==> config.mk <==
export PLATFORM = sky130hd
export DESIGN_NAME = r88_alu_seq
export DESIGN_NICKNAME = d
export VERILOG_FILES = /design/src/rtl/r88_pkg.sv /design/src/rtl/r88_alu_seq.sv
export SDC_FILE = /design/constraint.sdc
export NUM_CORES = 1
export LEC_CHECK = 0
export BUFFER_PORTS_ARGS = -buffer_cell sky130_fd_sc_hd__buf_2
export CORE_ASPECT_RATIO = 1.4
export CORE_MARGIN = 3
export CORE_UTILIZATION = 30
export DETAILED_ROUTE_END_ITERATION = 8
export HOLD_SLACK_MARGIN = 0.06
export PLACE_DENSITY_LB_ADDON = 0.05
export SYNTH_ARGS = -nofsm -noshare
export SYNTH_HDL_FRONTEND = slang
export SYNTH_SLANG_ARGS = --single-unit
==> constraint.sdc <==
create_clock -name sysClock -period 1.55 [get_ports sysClock]
set_input_delay 0.0775 -clock sysClock [delete_from_list [all_inputs] [get_ports sysClock]]
set_output_delay 0.0775 -clock sysClock [all_outputs]
set_load 0.03 [all_outputs]
==> src/rtl/r88_pkg.sv <==
// Shared definitions for the r88 ALU sequencer.
// Op codes, sequencer state encoding and op classification helpers.
package r88_pkg;

  typedef enum logic [1:0] {
    IDLE  = 2'd0,
    EXEC  = 2'd1,
    LATCH = 2'd2,
    DRIVE = 2'd3
  } seqState_t;

  localparam logic [2:0] OP_PASS = 3'd0;
  localparam logic [2:0] OP_SHL  = 3'd1;
  localparam logic [2:0] OP_SHR  = 3'd2;
  localparam logic [2:0] OP_ADD  = 3'd3;
  localparam logic [2:0] OP_SUB  = 3'd4;
  localparam logic [2:0] OP_OR   = 3'd5;
  localparam logic [2:0] OP_AND  = 3'd6;
  localparam logic [2:0] OP_XOR  = 3'd7;

  function automatic logic isShift(input logic [2:0] op);
    return (op == OP_SHL) || (op == OP_SHR);
  endfunction

  // Shifts and add/sub produce a carry the flag must track.
  function automatic logic carryOp(input logic [2:0] op);
    return (op >= OP_SHL) && (op <= OP_SUB);
  endfunction

endpackage

==> src/rtl/r88_alu_seq.sv <==
// ALU operation sequencer: runs EXEC/LATCH/DRIVE per pass,
// repeating for multi-pass shifts, and owns the carry flag.
module r88_alu_seq
  import r88_pkg::*;
(
  input  logic       sysClock,
  input  logic       sysReset,
  input  logic       reqValid,
  output logic       reqReady,
  input  logic [2:0] reqOp,
  input  logic [2:0] reqCount,
  input  logic       reqCarryUse,
  input  logic       reqDec,
  input  logic       reqWide,
  input  logic       reqInv,
  input  logic       reqRightSel,
  output logic [2:0] aluOp,
  output logic       regLeft16,
  output logic       decMode,
  output logic       invOut,
  output logic       carryInEn,
  output logic       carryIn,
  output logic       rightSel,
  output logic       aluResult,
  output logic       loadResult,
  input  logic       carryOut,
  input  logic       flagSet,
  input  logic       flagClr,
  output logic       flagC,
  output logic       busy,
  output logic       done
);

  seqState_t state, stateNext;

  logic [2:0] hOp;
  logic [2:0] hCnt;
  logic       hCarryUse;
  logic       hDec;
  logic       hWide;
  logic       hInv;
  logic       hRightSel;
  logic       hFirst;
  logic       accept;
  logic       lastPass;
  logic       flagCapture;

  assign accept      = reqValid && reqReady;
  assign lastPass    = (hCnt == 3'd0);
  assign flagCapture = (state == EXEC) && carryOp(hOp) && !hWide;

  always_ff @(posedge sysClock or posedge sysReset) begin
    if (sysReset) state <= IDLE;
    else          state <= stateNext;
  end

  always_comb begin
    stateNext  = state;
    reqReady   = 1'b0;
    busy       = 1'b0;
    done       = 1'b0;
    aluOp      = 3'd0;
    regLeft16  = 1'b0;
    decMode    = 1'b0;
    invOut     = 1'b0;
    carryInEn  = 1'b0;
    carryIn    = 1'b0;
    rightSel   = 1'b0;
    aluResult  = 1'b0;
    loadResult = 1'b0;
    if (state != IDLE) begin
      busy      = 1'b1;
      aluOp     = hOp;
      regLeft16 = hWide;
      decMode   = hDec && !hWide;
      invOut    = hInv && lastPass;
      carryInEn = hCarryUse;
      carryIn   = flagC;
      rightSel  = hFirst ? hRightSel : 1'b1;
    end
    unique case (state)
      IDLE: begin
        reqReady = !sysReset;
        if (accept) stateNext = EXEC;
      end
      EXEC: stateNext = LATCH;
      LATCH: begin
        loadResult = 1'b1;
        stateNext  = DRIVE;
      end
      DRIVE: begin
        aluResult = 1'b1;
        done      = lastPass;
        stateNext = lastPass ? IDLE : EXEC;
      end
    endcase
  end

  // hCnt holds passes remaining after the current one.
  always_ff @(posedge sysClock or posedge sysReset) begin
    if (sysReset) begin
      hOp       <= 3'd0;
      hCnt      <= 3'd0;
      hCarryUse <= 1'b0;
      hDec      <= 1'b0;
      hWide     <= 1'b0;
      hInv      <= 1'b0;
      hRightSel <= 1'b0;
      hFirst    <= 1'b0;
    end else if (accept) begin
      hOp       <= reqOp;
      hCnt      <= isShift(reqOp) ? reqCount : 3'd0;
      hCarryUse <= reqCarryUse;
      hDec      <= reqDec;
      hWide     <= reqWide;
      hInv      <= reqInv;
      hRightSel <= reqRightSel;
      hFirst    <= 1'b1;
    end else if (state == DRIVE && !lastPass) begin
      hCnt   <= hCnt - 3'd1;
      hFirst <= 1'b0;
    end
  end

  always_ff @(posedge sysClock or posedge sysReset) begin
    if (sysReset)         flagC <= 1'b0;
    else if (flagCapture) flagC <= carryOut;
    else if (flagSet)     flagC <= 1'b1;
    else if (flagClr)     flagC <= 1'b0;
  end

endmodule

# == Word-level counts from Yosys, hierarchy flattened ==
# Cells that the tools add are included.
# word_totals
ff_bits,15
input_bits,17
wordCells,59
# op_classes
n_addsub,1
n_lt_le_gt_ge,2
n_eq_ne,6
n_mux,24
n_reduce_logical,16
# ops
operator,n
$mux 1,18
$mux 3,4
$pmux 2 s4,1
$logic_and 1x1->1,7
$eq 2x2->1 const B,2
$reduce_bool 2->1,2
$eq 3x1->1 const B,1
$eq 3x2->1 const B,1
$ge 3x1->1 const B,1
$le 3x3->1 const B,1
$logic_not 1->1,3
$logic_not 3->1,1
$reduce_bool 3->1,1
$sub 3x1->3 const B,1
$eq 2x1->1 const B,1
$logic_not 2->1,1
$mux 2,1
$ne 2x2->1 const B,1
$logic_or 1x1->1,1

# == Longest topological paths before layout ==
# Gate-level depths: netlist (run 1).
# depth
word_depth,5
ltp_mapped,7
ltp_nobuf,5

# == Least setup slack after synthesis (run 1) ==
# OpenSTA, ideal clock, no wires.
# synth_timing
path_kind,register -> output
from,reg state[0]
to,out decMode
arrival_ps,1594
setup_slack_ps,-122
stages_incl_launch_ff,5
path_buffers,1
cell_sequence,dfrtp_1 -> inv_1 -> ha_1 -> buf_2 -> nor3b_1
# synth_between
elab_chain_cells,2
# synth_rtl
element,line,rtl
from (decl),r88_alu_seq.sv:34,"seqState_t state, stateNext;"
from (signal assigned),r88_alu_seq.sv:54,else state <= stateNext;
$reduce_bool 2->1,r88_alu_seq.sv:71,if (state != IDLE) begin
$mux 1,r88_alu_seq.sv:71,
to (decl),r88_alu_seq.sv:19,"output logic decMode,"
# Every way passes these cells.

# == Worst setup path in the final report (run 1) ==
# layout_timing
from,reg state[1]
to,out invOut
# layout_between
elab_chain_cells,2
# layout_rtl
element,line,rtl
$reduce_bool 2->1,r88_alu_seq.sv:71,
$mux 1,r88_alu_seq.sv:71,
to (decl),r88_alu_seq.sv:20,"output logic invOut,"
# Every way passes these cells.

==> results of run 1 <==
## cells by family after synthesis
kind of cell             synth area share, %
XOR/XNOR                               0.992
buffers and inverters                   6.37
flip-flops                              42.5
adder cells (fa/ha/maj)                 9.91
AO/OA/AOI/OAI                           11.3
AND/OR/NAND/NOR                         26.6
multiplexers                            2.27
## Yosys cell counts (2+ instances only)
cell / instances / share of area [%]
a21oi_1: 4 / 2.3
a2bb2oi_1: 2 / 2.0
a31oi_1: 2 / 1.4
buf_2: 3 / 1.7
dfrtp_1: 15 / 42
ha_1: 7 / 9.9
inv_1: 10 / 4.2
mux2i_1: 2 / 2.3
nand2_1: 23 / 9.8
nor2_1: 2 / 0.85
nor2b_1: 8 / 5.7
nor3_1: 2 / 1.1
nor4b_1: 2 / 2.0
o21ai_0: 4 / 2.3
## layout make-up
class,count,area (sq um)
multi-input combinational,71,507
sequential,15,375
fill,266,1380
inverter,10,40.0
timing repair buffer,52,355
clock inverter,1,5.00
clock buffer,3,22.5
tap,36,45.0
## per-stage QoR
step	util (%)	instance area, sq um	setup TNS (ns)	instances
after floorplan	-	890	-0.0442	100
after global placement	42.1	1150	0	173
after detailed placement	42.1	1150	0	173
after CTS	47.9	1310	0	188
after global routing	49.5	1350	0	188
final	49.5	1350	0	188
## flip-flops by register name, summed over array words and instances, names as in the netlist
name       flops
hCarryUse      1
hWide          1
state          2
hOp            3
hFirst         1
hRightSel      1
flagC          1
hInv           1
hDec           1
hCnt           3
## power breakdown
part           switching (mW)  leakage (nW)  total, mW  internal, mW
clock                   0.133        0.0177      0.229        0.0958
sequential              0.126         0.183      0.706         0.579
combinational           0.988         0.484       1.70         0.714
## what timing repair did
action,4_1_cts,5_1_grt
endpoints found under the hold margin,24,0
endpoints found under the setup margin,5,12
gates resized for setup,9,11
pin swaps,0,2
cloned,0,0
hold buffers,11,0
## how the worst max path moves through the flow
stage                  start  endpoint  cells after the start
floorplan           state[0]  reqReady                      5
global placement    state[0]   hCnt[1]                      7
detailed placement  state[1]   hCnt[2]                      5
CTS                  hCnt[0]    invOut                      5
global route        state[0]  state[0]                      6
finish              state[1]    invOut                      6
## critical path, delay by kind of cell (launching register included)
| kind | cells | cell delay (ns) |
|---|---|---|
| AND/OR/NAND/NOR | 1 | 0.18 |
| flip-flops | 1 | 0.37 |
| buffers and inverters | 4 | 0.37 |
| adder cells (fa/ha/maj) | 1 | 0.16 |
## metal layers
layer | vias to the layer above | share of wire [%]
met5 | - | 0
met2 | 23 | 51
met1 | 381 | 43
met4 | 0 | 0.69
li1 | 436 | -
met3 | 2 | 4.7
==> results.yml, run 1 <==
outcome:
  status: "completed"
synthesis:
  ys.flop_type: "dfrtp_1"
  yosysSeqAreaShare_pct: 42.5
  synth_area_per_cell_sq_um: 8.83
  ys_warn_count: 0
  ys_seq_elements: 15
  async_flop_share_pct: 100
  synth_area_sq_um: 883
  synth_edf_count: 0
  yosys.cell_types.count: 28
  synth_cells: 100
  synth_nets: 124
die:
  io_pins: 32
  core_sq_um: 2730
  fp.dieW_microns: 51.9
  dieArea_sq_um: 3640
  initial_utilization_pct: 32.4
  row_count: 22
  fp.dieH_microns: 70.2
sta:
  fmax_ghz: 0.695
  finalHoldViolations: 0
  setup_viol: 0
  finClkSkew_ns: 0.0106
  fin_crit_sh_pct: 92.8
  hold_ws_ns: 0.114
  post-route-min-period_ns: 1.44
  slew_headroom_pct: 60.7
  finalMaxSlewViolations: 0
  grt_setup_unrepaired: "true"
  fin_ws_ns: 0.112
  worstMarginPinSlew_ns: 0.589
hold_path:
  min_path_cells: 3
  min-delay-start: "reqCount[2]"
  hp-class: "in -> reg"
  min_to: "hCnt[2]"
placement:
  globalplace.congestion: 0.733
  numPortBuffers: 31
  hpwlAfterDp_mm: 1.67
  dp_slack_ns: 0.0596
clock_network:
  cts.path.max_buffers: 2
  post_cts_buffers: 0
  cts_sinks: 15
  clkTransAtPathRegs_ns: 0.10
  root_buffer: "clkbuf_4"
  cts_tree: "built"
  clk_latency_ns: 0.29
  htreeDepth: 1
  cts_made_buffers: 3
global_route:
  grtUsageMet2_pct: 21.8
  grt_pass1_wl_mm: 3.71
  grt_util_met3_pct: 2.13
  met1_usage_pct: 16.3
  grt_max_degree: 16
  grt_pass1_vias: 848
  grt_busiest_layer: "met2"
  grt-ovfl-total: 0
  track_usage_pct: 13.1
  antenna_found_initial: 0
cells_and_area:
  layout_common_cells: "buf_2, nand2_1, dfrtp_1"
  area_delta_synth_final_pct: 52.8
  diodes: 0
  final_common_cell: "buf_2"
  drive_gt1_share_pct: 37.5
  fin_nets: 177
worst_setup_path:
  cp_slowest_cell: "dfrtp_1"
  worstSetupStartpointType: "flip-flop"
  critical-path-max-stage-delay_ns: 0.37
  crit_top_cell: "buf_6"
  r2r_setup_slack_ns: 0.13
  path_max_fanout: 6
  worstPathCellList: "inv_2, ha_4, buf_6, inv_4, and3_4, buf_6"
  end_kind: "output pin"
  rr_worst_depth: 5
  r2r-end: "hCnt[2]"
  required_ns: 1.47
  worst_ep_arrival_time_ns: 1.36
  crit_type: "reg -> out"
  reg2reg_from: "state[1]"
detailed_routing:
  first_pass_iters: 4
  drc_errors: 0
  final_antenna_net_count: 0
  routed_wirelength_mm: 2.17
  vias: 842
  routedWlPerCell_microns: 11.5
  drt-initial-drc-count: 24
  vias_per_cell: 4.48
power:
  ir_worst_vdd_v: 0.000860
  leakagePower_nw: 0.684
  powerDensity_nw_per_um2: 1950
  p_total_mw: 2.64
flow_run:
  drv_cap: 0
(Power assumes the default switching activity.)
==> run 2, diff against run 1 <==
==> constraint.sdc (replaced) <==
create_clock -name sysClock -period 1.55 [get_ports sysClock]
set_input_delay 0.155 -clock sysClock [delete_from_list [all_inputs] [get_ports sysClock]]
set_output_delay 0.155 -clock sysClock [all_outputs]
set_load 0.03 [all_outputs]
==> run 2 against run 1 <==
Against the previous run: the run now ends with negative setup slack left; first-iteration DRC count is 75% lower; clock skew is 0.0068 ns lower; routed wire length is 13% higher; global-route usage is 1.2 points higher; sequential power hardly changed; fmax is 7.3% lower; critical path depth stayed put; final cell count is 2.1% higher; clock power hardly changed; sequential share of layout area is 1.6 points lower; utilization is 2.9 points higher; largest cell class unchanged.
==> results.yml, run 2 (same netlist as run 1, synthesis figures left out) <==
outcome:
  status: "finished with violations"
  failed_checks: "negative setup slack"
sta:
  grt_setup_unrepaired: "true"
  finClkSkew_ns: 0.00378
  post-route-min-period_ns: 1.55
  finalHoldViolations: 0
  setup_tns_ns: -0.00161
  setup_viol: 1
  worstMarginPinSlew_ns: 0.607
  fmax_ghz: 0.644
  slew_headroom_pct: 59.5
  fin_ws_ns: -0.00161
  fin_crit_sh_pct: 100
  finalMaxSlewViolations: 0
global_route:
  track_usage_pct: 14.3
  grt_max_degree: 16
  grt_pass1_vias: 849
  antenna_found_initial: 0
  grt_pass1_wl_mm: 3.92
  grt-ovfl-total: 0
clock_network:
  clkTransAtPathRegs_ns: 0.10
  root_buffer: "clkbuf_4"
  cts.path.max_buffers: 2
  cts_tree: "built"
  htreeDepth: 1
  cts_made_buffers: 3
  cts_sinks: 15
  clk_latency_ns: 0.28
worst_setup_path:
  worstSetupStartpointType: "flip-flop"
  crit_start: "state[0]"
  rr_worst_depth: 5
  end_kind: "output pin"
  crit_type: "reg -> out"
  worst_ep_arrival_time_ns: 1.40
  path_max_fanout: 6
  required_ns: 1.39
  crit_end: "invOut"
  reg2reg_from: "state[0]"
  crit_top_cell: "buf_6"
  r2r-end: "hCnt[2]"
  cp_slowest_cell: "dfrtp_1"
  r2r_setup_slack_ns: 0.01
  worstPathCellList: "inv_2, ha_4, buf_6, inv_4, and3_2, buf_6"
  critical-path-max-stage-delay_ns: 0.40
cells_and_area:
  fin_nets: 181
  fin_util_pct: 52.5
  diodes: 0
  reg.largest.list: "hCnt (3), hOp (3), state (2)"
  layout_common_cells: "nand2_1, buf_2, buf_4"
  final_area_sq_um: 1430
  area_delta_synth_final_pct: 61.9
  drive_gt1_share_pct: 49.4
detailed_routing:
  drt-initial-drc-count: 6
  final_antenna_net_count: 0
  routedWlPerCell_microns: 12.7
  vias_per_cell: 4.60
  top_layer: "met4"
  routed_wirelength_mm: 2.44
  vias: 883
  wl_met1_mm: 1.01
  first_pass_iters: 3
  routed-wl-met2_mm: 1.30
  drc_errors: 0
  wl_met3_microns: 115
placement:
  dp_slack_ns: -0.0119
  numPortBuffers: 31
  placed_area_sq_um: 1160
  globalplace.congestion: 0.716
  hpwlAfterDp_mm: 1.79
power:
  netSwitchingFraction_pct: 46.1
  seq_power_share_pct: 24.2
  switchingPower_mw: 1.35
  powerDensity_nw_per_um2: 2040
  clockPowerShare_pct: 7.8
  leakagePower_nw: 0.723
  combPwrFrac_pct: 68.0
  ir_worst_vdd_v: 0.000961
  p_int_mw: 1.58
die:
  row_count: 22
  initial_utilization_pct: 32.4
  fp.dieW_microns: 51.9
  fp.dieH_microns: 70.2
  dieArea_sq_um: 3640
  core_sq_um: 2730
  io_pins: 32
hold_path:
  hp-class: "in -> reg"
  min_path_cells: 3
flow_run:
  drv_cap: 0
## run 2: layer usage
layer  up-vias  global-route usage (%)
met5         -                       0
met1       414                    16.5
met3         2                    1.92
met2        21                    25.7
met4         0                    5.25
li1        446                       -
## run 2: how the worst min path moves through the flow
stage | start | endpoint | slack (ns)
finish | reqRightSel | hRightSel | 0.08
global route | reqRightSel | hRightSel | 0.07
CTS | reqRightSel | hRightSel | 0.07
global placement | sysReset | state[0] | 0.29
floorplan | sysReset | flagC | 0.06
detailed placement | sysReset | hCnt[0] | 0.30
## run 2: layout make-up
cell class                      count  area, sq um
Clock buffer                        3         22.5
Timing Repair Buffer               56          394
Multi-Input combinational cell     71          548
Fill cell                         259         1290
Sequential cell                    15          375
Inverter                           10         40.0
Tap cell                           36         45.0
Clock inverter                      1         5.00
## run 2: worst max-delay path, delay by kind of cell (launching register included)
family,cells,cell delay [ns]
fa+ha+maj,1,0.15
simple gates,1,0.17
flops,1,0.40
buf+inv,4,0.39
## run 2: what timing repair did
item	4_1_cts	5_1_grt
buffers inserted	3	4
hold endpoints to repair	19	0
pin swaps	1	4
setup endpoints to repair	14	15
cloned	1	0
hold buffers	5	0
resized for setup	20	22
## run 2: through the flow
stage                     cells  total power [mW]  hold WS, ns
after global routing        192              3.18       0.0663
after detailed placement    175              2.27        0.297
final                       192              2.92       0.0804
after global placement      175              2.26        0.293
after floorplan             100              1.75       0.0565
after CTS                   188              2.78       0.0720
## run 2: power groups by stage
stage / Clock [mW] / Combinational [mW] / Sequential, mW
detailed placement: 0 / 1.57 / 0.703
global route: 0.260 / 2.19 / 0.738
floorplan: 0 / 1.04 / 0.704
global placement: 0 / 1.56 / 0.696
CTS: 0.242 / 1.83 / 0.705
finish: 0.228 / 1.99 / 0.707
